==> config.mk <==
export PLATFORM = sky130hd
export DESIGN_NAME = hmc_tx_token_arbiter
export DESIGN_NICKNAME = d
export VERILOG_FILES = /design/src/rtl/hmc_ctrl_pkg.sv /design/src/rtl/hmc_rr_arb2.sv /design/src/rtl/hmc_tx_token_arbiter.sv
export SDC_FILE = /design/constraint.sdc
export NUM_CORES = 1
export LEC_CHECK = 0
export ABC_AREA = 1
export CAP_MARGIN = 15
export CORE_ASPECT_RATIO = 1.75
export CORE_MARGIN = 10
export CORE_UTILIZATION = 53
export CTS_BUF_LIST = sky130_fd_sc_hd__clkbuf_4
export CTS_CLUSTER_SIZE = 40
export DETAILED_ROUTE_END_ITERATION = 10
export PLACE_DENSITY_LB_ADDON = 0.1
export SETUP_SLACK_MARGIN = 0.05
export SYNTH_ARGS = -nofsm -noshare
export SYNTH_HDL_FRONTEND = slang
export SYNTH_SLANG_ARGS = --single-unit
==> constraint.sdc <==
create_clock -name clk_hmc -period 10.78 [get_ports clk_hmc]
set_clock_uncertainty 0.15 [all_clocks]
set_input_delay 2.156 -clock clk_hmc [delete_from_list [all_inputs] [get_ports clk_hmc]]
set_output_delay 2.156 -clock clk_hmc [all_outputs]
set_load 0.01 [all_outputs]
==> src/rtl/hmc_ctrl_pkg.sv <==
// ============================================================================
//  Module      : hmc_ctrl_pkg
//  Description : Shared HMC controller types and constants.
//  Revision    : 1.0 - initial release
// ============================================================================
`default_nettype none

package hmc_ctrl_pkg;

    localparam int unsigned MAX_PKT_LNG = 9;

    typedef enum logic [1:0] {
        ST_UNINIT = 2'd0,
        ST_RUN    = 2'd1,
        ST_ERR    = 2'd2
    } arb_state_t;

    function automatic logic lng_is_legal(input logic [3:0] lng);
        return (lng != 4'd0) && (lng <= 4'(MAX_PKT_LNG));
    endfunction

endpackage

`default_nettype wire

==> src/rtl/hmc_rr_arb2.sv <==
// ============================================================================
//  Module      : hmc_rr_arb2
//  Description : Two-way round-robin pointer and per-cycle candidate select.
//  Revision    : 1.0 - initial release
// ============================================================================
`default_nettype none

module hmc_rr_arb2 (
    input  logic       clk,
    input  logic       rst_n,
    input  logic [1:0] i_req_valid,
    input  logic       i_xfer,
    input  logic       i_xfer_idx,
    output logic       o_cand_valid,
    output logic       o_cand_idx
);

    logic r_ptr;

    // After a transfer the other requester gets first look next cycle.
    always_ff @(posedge clk or negedge rst_n) begin
        if (!rst_n) begin
            r_ptr <= 1'b0;
        end else if (i_xfer) begin
            r_ptr <= ~i_xfer_idx;
        end
    end

    always_comb begin
        o_cand_valid = |i_req_valid;
        o_cand_idx   = i_req_valid[r_ptr] ? r_ptr : ~r_ptr;
    end

endmodule

`default_nettype wire

==> src/rtl/hmc_tx_token_arbiter.sv <==
// ============================================================================
//  Module      : hmc_tx_token_arbiter
//  Description : Token-gated round-robin arbiter for the HMC TX path.
//  Revision    : 1.0 - initial release
// ============================================================================
`default_nettype none

module hmc_tx_token_arbiter
    import hmc_ctrl_pkg::*;
#(
    parameter int LOG_MAX_HMC_TOKENS = 10,
    parameter int TRET_W             = 6
) (
    input  logic                          clk_hmc,
    input  logic                          res_n,
    input  logic                          cfg_load,
    input  logic [LOG_MAX_HMC_TOKENS-1:0] cfg_init_tokens,
    input  logic [1:0]                    req_valid,
    input  logic [1:0][3:0]               req_lng,
    output logic [1:0]                    req_ready,
    input  logic                          tret_valid,
    input  logic [TRET_W-1:0]             tret_count,
    output logic [LOG_MAX_HMC_TOKENS-1:0] tokens_avail,
    output logic [1:0]                    arb_state,
    output logic                          err_sticky
);

    localparam int c_sum_w = LOG_MAX_HMC_TOKENS + 2;
    localparam logic [c_sum_w-1:0] c_tok_max = {2'b00, {LOG_MAX_HMC_TOKENS{1'b1}}};

    arb_state_t                    r_state;
    logic [LOG_MAX_HMC_TOKENS-1:0] r_count;
    logic                          r_err;

    logic                          w_cand_valid;
    logic                          w_cand_idx;
    logic [3:0]                    w_cand_lng;
    logic                          w_lng_legal;
    logic                          w_fits;
    logic                          w_grant;
    logic                          w_xfer;
    logic                          w_illegal;
    logic [c_sum_w-1:0]            w_dec;
    logic [c_sum_w-1:0]            w_inc;
    logic [c_sum_w-1:0]            w_sum;
    logic                          w_ovf;
    logic [LOG_MAX_HMC_TOKENS-1:0] w_count_sat;

    hmc_rr_arb2 u_rr_arb (
        .clk          (clk_hmc),
        .rst_n        (res_n),
        .i_req_valid  (req_valid),
        .i_xfer       (w_xfer),
        .i_xfer_idx   (w_cand_idx),
        .o_cand_valid (w_cand_valid),
        .o_cand_idx   (w_cand_idx)
    );

    // Only the candidate may be granted; a short packet behind a blocked
    // candidate waits, so long packets cannot be starved.
    always_comb begin
        w_cand_lng  = req_lng[w_cand_idx];
        w_lng_legal = lng_is_legal(w_cand_lng);
        w_fits      = c_sum_w'(r_count) >= c_sum_w'(w_cand_lng);
        w_grant     = (r_state == ST_RUN) && !cfg_load && w_cand_valid
                      && w_lng_legal && w_fits;
        req_ready   = w_grant ? (w_cand_idx ? 2'b10 : 2'b01) : 2'b00;
        w_xfer      = |(req_valid & req_ready);
        w_illegal   = (r_state == ST_RUN) && w_cand_valid && !w_lng_legal;
    end

    always_comb begin
        w_dec       = w_xfer ? c_sum_w'(w_cand_lng) : '0;
        w_inc       = tret_valid ? c_sum_w'(tret_count) : '0;
        w_sum       = c_sum_w'(r_count) - w_dec + w_inc;
        w_ovf       = w_sum > c_tok_max;
        w_count_sat = w_ovf ? {LOG_MAX_HMC_TOKENS{1'b1}} : w_sum[LOG_MAX_HMC_TOKENS-1:0];
    end

    always_ff @(posedge clk_hmc or negedge res_n) begin
        if (!res_n) begin
            r_state <= ST_UNINIT;
            r_count <= '0;
            r_err   <= 1'b0;
        end else if (cfg_load) begin
            r_state <= ST_RUN;
            r_count <= cfg_init_tokens;
            r_err   <= 1'b0;
        end else begin
            // Returns keep saturating outside RUN; only RUN raises errors.
            r_count <= w_count_sat;
            case (r_state)
                ST_RUN: begin
                    if (w_ovf || w_illegal) begin
                        r_state <= ST_ERR;
                        r_err   <= 1'b1;
                    end
                end
                ST_UNINIT, ST_ERR: begin
                end
                default: begin
                    r_state <= ST_ERR;
                    r_err   <= 1'b1;
                end
            endcase
        end
    end

    assign tokens_avail = r_count;
    assign arb_state    = r_state;
    assign err_sticky   = r_err;

endmodule

`default_nettype wire

==> results of run 1 <==
-- sequential cells by signal, indices dropped and copies added, names as in the netlist --
register        flops
tokens_avail       10
arb_state           2
u_rr_arb.r_ptr      1
-- where the power goes --
part | switching [mW] | internal (mW)
sequential | 0.0181 | 0.0670
combinational | 0.192 | 0.145
clock | 0.0179 | 0.0169
-- metrics by stage --
stage                     area [um2]  power (mW)
after floorplan                 1553      0.3283
after global placement          2001      0.4182
after detailed placement        2001      0.4235
after CTS                       2031      0.4600
after global routing            2031      0.5111
final                           2031      0.4563
-- layer usage --
layer / global-route usage (%) / vias up / routed length, um
met5: 0 / - / 0
met4: 6.618 / 0 / 98
met3: 3.626 / 10 / 262
met2: 28.07 / 40 / 2022
met1: 15.38 / 719 / 1538
li1: - / 850 / -
-- how the worst min path moves through the flow --
stage | slack [ns] | startpoint | end | cells past startpoint
2_1_floorplan | 0.36 | u_rr_arb.r_ptr | u_rr_arb.r_ptr | 2
3_3_place_gp | 0.37 | arb_state[0] | arb_state[1] | 2
3_5_place_dp | 0.38 | arb_state[0] | arb_state[1] | 2
4_1_cts | 0.40 | arb_state[0] | arb_state[1] | 2
5_1_grt | 0.46 | arb_state[0] | arb_state[1] | 2
6_report | 0.39 | arb_state[0] | arb_state[1] | 2
-- area by class of cell --
class / count / share of cell area [%]
multi-input cells: 182 / 50.59
repair buffers: 44 / 21.69
flip-flops and latches: 13 / 16.02
inverters: 46 / 8.503
well taps: 28 / 1.725
clock buffers: 4 / 1.479
-- cells by family (layout without fill, tap and decap cells) --
| family | after synthesis | after routing |
|---|---|---|
| xor+xnor | 10 | 10 |
| compound gates | 23 | 23 |
| simple gates | 132 | 132 |
| buf+inv | 50 | 94 |
| flops | 13 | 13 |
| fa+ha+maj | 17 | 17 |
-- tightest hold or removal path, stage by stage, from the launching register on --
cell	delay [ns]
dfrtp_1	0.37
nand3_1	0.08
nand2_1	0.06
-- cell usage in the layout, fill, tap and decap left out --
| cell type | n |
|---|---|
| clkdlybuf4s50_1 | 44 |
| inv_2 | 6 |
| nand2_4 | 1 |
| a21oi_1 | 7 |
| o21ai_2 | 1 |
| o221ai_1 | 1 |
| o21ai_1 | 2 |
| ha_1 | 15 |
| xor2_1 | 8 |
| clkbuf_4 | 4 |
| nand3_1 | 16 |
| nor2_1 | 29 |
| nor2_4 | 2 |
| nand4_1 | 2 |
| a31oi_1 | 8 |
| nand3_2 | 3 |
| nand2_2 | 6 |
| o21ai_0 | 4 |
| fa_1 | 2 |
| xnor2_1 | 2 |
| inv_1 | 40 |
| dfrtp_1 | 13 |
| nor2_2 | 1 |
| nand2_1 | 72 |
==> flow_summary.yaml, run 1 <==
outcome:
  status: "complete, no violations"
logic_synthesis:
  ys.flop_type: "dfrtp_1"
  synth_adder_area_share_pct: 14.67
  syn_area_um2: 1553
  synth_common_cells: "nand2_1, inv_1, nor2_1, nand3_1, ha_1"
  synth_cell_type_count: 26
  async_reset_ff_share_pct: 100.0
  ys_seq_elements: 13
  postSynthCellCount: 245
  synth-simple-area-share_pct: 37.31
  synth_nets: 292
  synth_mux_area_share_pct: 0
  yosysMostFrequentCell: "nand2_1"
  synth_edf_count: 0
  synthXorXnorAreaFrac_pct: 5.641
  synth_top_area_share_pct: 20.95
  synth_top_cell_by_area: "dfrtp_1"
  synth_area_per_cell_um2: 6.338
  synth_top_family_by_area: "simple AND/OR/NAND/NOR gates"
  ys_top_cells_by_area: "dfrtp_1, nand2_1, ha_1"
  synth_compound_area_share_pct: 8.541
  seq_area_frac_synth_pct: 20.95
  yosysWarnings: 0
routing:
  drcViolationCount: 0
  wl_per_cell_um: 12.37
  via_per_inst: 5.107
  first_pass_iters: 4
  num_vias: 1619
  wl_um: 3922
  drtAntennaViolNets: 0
  drt_iter0_markers: 40
cts:
  post_cts_buffers: 0
  cts.sinks: 13
  cts_tree: "done"
  clockRootBuffer: "clkbuf_4"
  path_clk_slew_ns: 0.08
  hold_buffers: 0
  htree_levels: 1
  cts-resized-gates: 0
  cts_buffer_depth: 2
  clk_latency_ns: 0.29
  numCtsBuffers: 3
setup_path:
  crit_start: "req_valid[1]"
  reg2reg_depth: 35
  path_class: "in -> out"
  worst-path-buf-inv: 3
  cp_top_family: "buffers and inverters"
  critPathMaxFanout: 8
  cp.required_ns: 8.47
  max_stage_delay_ns: 0.50
  path_cells: "clkdlybuf4s50_1 -> inv_1 -> nand2_1 -> nand2_2 -> o21ai_0 -> ha_1 -> o21ai_0 -> nand2_1 -> a21oi_1 -> o21ai_0 -> nand3_1 -> nor2_1 -> clkdlybuf4s50_1"
  critical_path.endpoint: "req_ready[1]"
  r2r_end: "arb_state[1]"
  worstReg2RegStart: "u_rr_arb.r_ptr"
  regToRegSetupSlack_ns: 6.09
  critical_path_arrival_ns: 4.65
  end_kind: "primary output"
  critical_path_depth: 13
  cpMostUsedCell: "o21ai_0"
  start_kind: "primary input"
  slowest_stage: "clkdlybuf4s50_1"
power_and_ir_drop:
  p_per_area_nw_per_um2: 224.7
  leakagePower_nw: 1.075
  ir_worst_vdd_mv: 0.1382
layout:
  post-route-util_pct: 70.94
  nets: 337
  n_antenna_cell: 0
  drive_gt1_share_pct: 8.304
  stdcell_count: 317
  synthToLayoutAreaGrowth_pct: 30.78
  nFillCells: 254
  register_area_um2: 325.3
  multiInputGateArea_um2: 1027
sta:
  setup_viol: 0
  tns_ns: 0
  fin_ws_ns: 3.822
  period_share_pct: 64.55
  fin_crit_ns: 6.958
  hold_ws_ns: 0.3927
  max_slew_margin_pct: 56.59
  worst_pin_slew_ns: 0.6504
  finalMaxSlewViolations: 0
  hold_viol: 0
  rsz0062_at_grt: "no"
  max_freq_mhz: 143.7
grt:
  grtUsageTotal_pct: 15.43
  grt_pass1_vias: 1709
  grt_pass1_wl_um: 7065
  antenna_found_initial: 0
  grt_max_degree: 22
  overflow: 0
flow_run:
  drv_cap: 0
placed_design:
  finalWeightedCongestion: 0.8444
  placed_cells_incl_taps: 313
  pre_cts_ws_ns: 3.775
  numPortBuffers: 44
  dp.final_hpwl_um: 3314
die:
  initial_core_util_pct: 54.24
  core_area_um2: 2863
  core.rowCount: 26
  ios: 45
  die-area_um2: 5580
  die_h_um: 91.60
  die_w_um: 60.92
hold_path:
  hp-class: "reg -> reg"
Power figures use the tool's default switching activity.
==> run 2: changes to the inputs <==
CORE_UTILIZATION = 49   (was 53)
clock period = 7.2 ns   (was 10.78 ns; I/O delays follow)
==> flow_summary.yaml, run 2 (synthesized netlist as in run 1, its figures left out) <==
layout:
  nFillCells: 296
  n_antenna_cell: 0
  synthToLayoutAreaGrowth_pct: 32.47
  layout_common_cells: "nand2_1, clkdlybuf4s50_1, inv_1"
  layout_commonest_cell: "nand2_1"
  drive_gt1_share_pct: 8.621
  design_area_um2: 2057
  largest_reg_flops: 10
  post-route-util_pct: 66.18
  nets: 338
cts:
  clockRootBuffer: "clkbuf_4"
  htree_levels: 1
  cts-resized-gates: 0
  numCtsBuffers: 3
  post_cts_buffers: 0
  clk_latency_ns: 0.29
  hold_buffers: 0
  cts_buffer_depth: 2
  cts.sinks: 13
  cts_tree: "done"
  path_clk_slew_ns: 0.09
sta:
  finalMaxSlewViolations: 0
  max_slew_margin_pct: 54.48
  hold_viol: 0
  fin_crit_ns: 6.025
  hold_ws_ns: 0.3769
  max_freq_mhz: 166.0
  rsz0062_at_grt: "no"
  tns_ns: 0
  period_share_pct: 83.69
  setup_viol: 0
  worst_pin_slew_ns: 0.6806
routing:
  drt_iter0_markers: 42
  via_per_inst: 4.838
  drcViolationCount: 0
  wl_per_cell_um: 12.23
  num_vias: 1611
  first_pass_iters: 4
  wl_um: 4072
  drtAntennaViolNets: 0
die:
  ios: 45
  core_area_um2: 3108
  die-area_um2: 5910
  die_w_um: 62.56
  initial_core_util_pct: 49.96
  die_h_um: 94.47
  core.rowCount: 27
setup_path:
  cpMostUsedCell: "nand2_1"
  cp.required_ns: 7.24
  slowest_stage: "clkdlybuf4s50_1"
  critical_path_arrival_ns: 6.07
  end_kind: "register"
  critPathMaxFanout: 11
  path_class: "in -> reg"
  worstReg2RegStart: "u_rr_arb.r_ptr"
  crit_start: "req_valid[1]"
  start_kind: "primary input"
  max_stage_delay_ns: 0.50
placed_design:
  dp.final_hpwl_um: 3371
  finalWeightedCongestion: 0.8167
  numPortBuffers: 44
  placed_area_um2: 2027
power_and_ir_drop:
  p_per_area_nw_per_um2: 333.2
  total_power_mw: 0.6853
  leakagePower_nw: 1.080
  ir_worst_vdd_mv: 0.2537
hold_path:
  hp-class: "reg -> reg"
  hold_path_startpoint: "arb_state[0]"
grt:
  grt_max_degree: 21
  antenna_found_initial: 0
  grt_pass1_vias: 1799
  grt_pass1_wl_um: 7521
  grtUsageTotal_pct: 15.05
  overflow: 0
flow_run:
  drv_cap: 0
outcome:
  status: "complete, no violations"
run 2: cell types whose count changed in the layout (fill, tap and decap cells not counted):
cell   delta
buf_4     +1
run 2: area by class of cell:
| class | instances | area (um2) | share of cell area [%] |
|---|---|---|---|
| Inverter | 46 | 172.7 | 8.394 |
| Sequential cell | 13 | 325.3 | 15.82 |
| Multi-Input combinational cell | 182 | 1027 | 49.94 |
| Tap cell | 43 | 53.80 | 2.616 |
| Clock buffer | 4 | 30.03 | 1.460 |
| Timing Repair Buffer | 45 | 447.9 | 21.78 |
run 2: layer usage:
| metal | share of wire [%] | vias to the layer above | global-route usage, % | wire length (um) |
|---|---|---|---|---|
| met5 | 0 | - | 0 | 0 |
| met3 | 4.1 | 13 | 2.488 | 167 |
| met4 | 3.4 | 0 | 8.052 | 139 |
| met2 | 53 | 47 | 28.09 | 2148 |
| li1 | - | 853 | - | - |
| met1 | 40 | 698 | 15.70 | 1616 |
run 2: per-stage QoR:
stage | worst slack [ns] | cells
finish | 1.175 | 333
global route | 0.5402 | 333
CTS | 1.106 | 333
detailed placement | 0.8099 | 329
global placement | 0.8863 | 329
floorplan | 2.050 | 245
run 2: final timing paths:
check | depth (start not counted) | slack (ns) | end
min in group asynchronous | 1 | 1.40 | tokens_avail[0]
worst max-delay path | 36 | 1.17 | arb_state[1]
max in group asynchronous | 1 | 5.07 | tokens_avail[5]
worst min-delay path | 2 | 0.38 | arb_state[1]
worst min register to register | 2 | 0.38 | arb_state[1]
worst max register to register | 35 | 2.46 | arb_state[1]
run 2: worst max-delay path: cells and delay by family:
| family | cells | cell delay, ns |
|---|---|---|
| simple gates | 22 | 2.19 |
| fa+ha+maj | 4 | 1.19 |
| buf+inv | 6 | 0.87 |
| compound gates | 3 | 0.26 |
| xor+xnor | 1 | 0.09 |
run 2: power by group:
group          switching (mW)  leakage [nW]  internal [mW]
Combinational           0.287         0.913          0.217
Sequential             0.0266         0.149          0.100
Clock                  0.0286        0.0184         0.0254
Total                   0.342          1.08          0.343
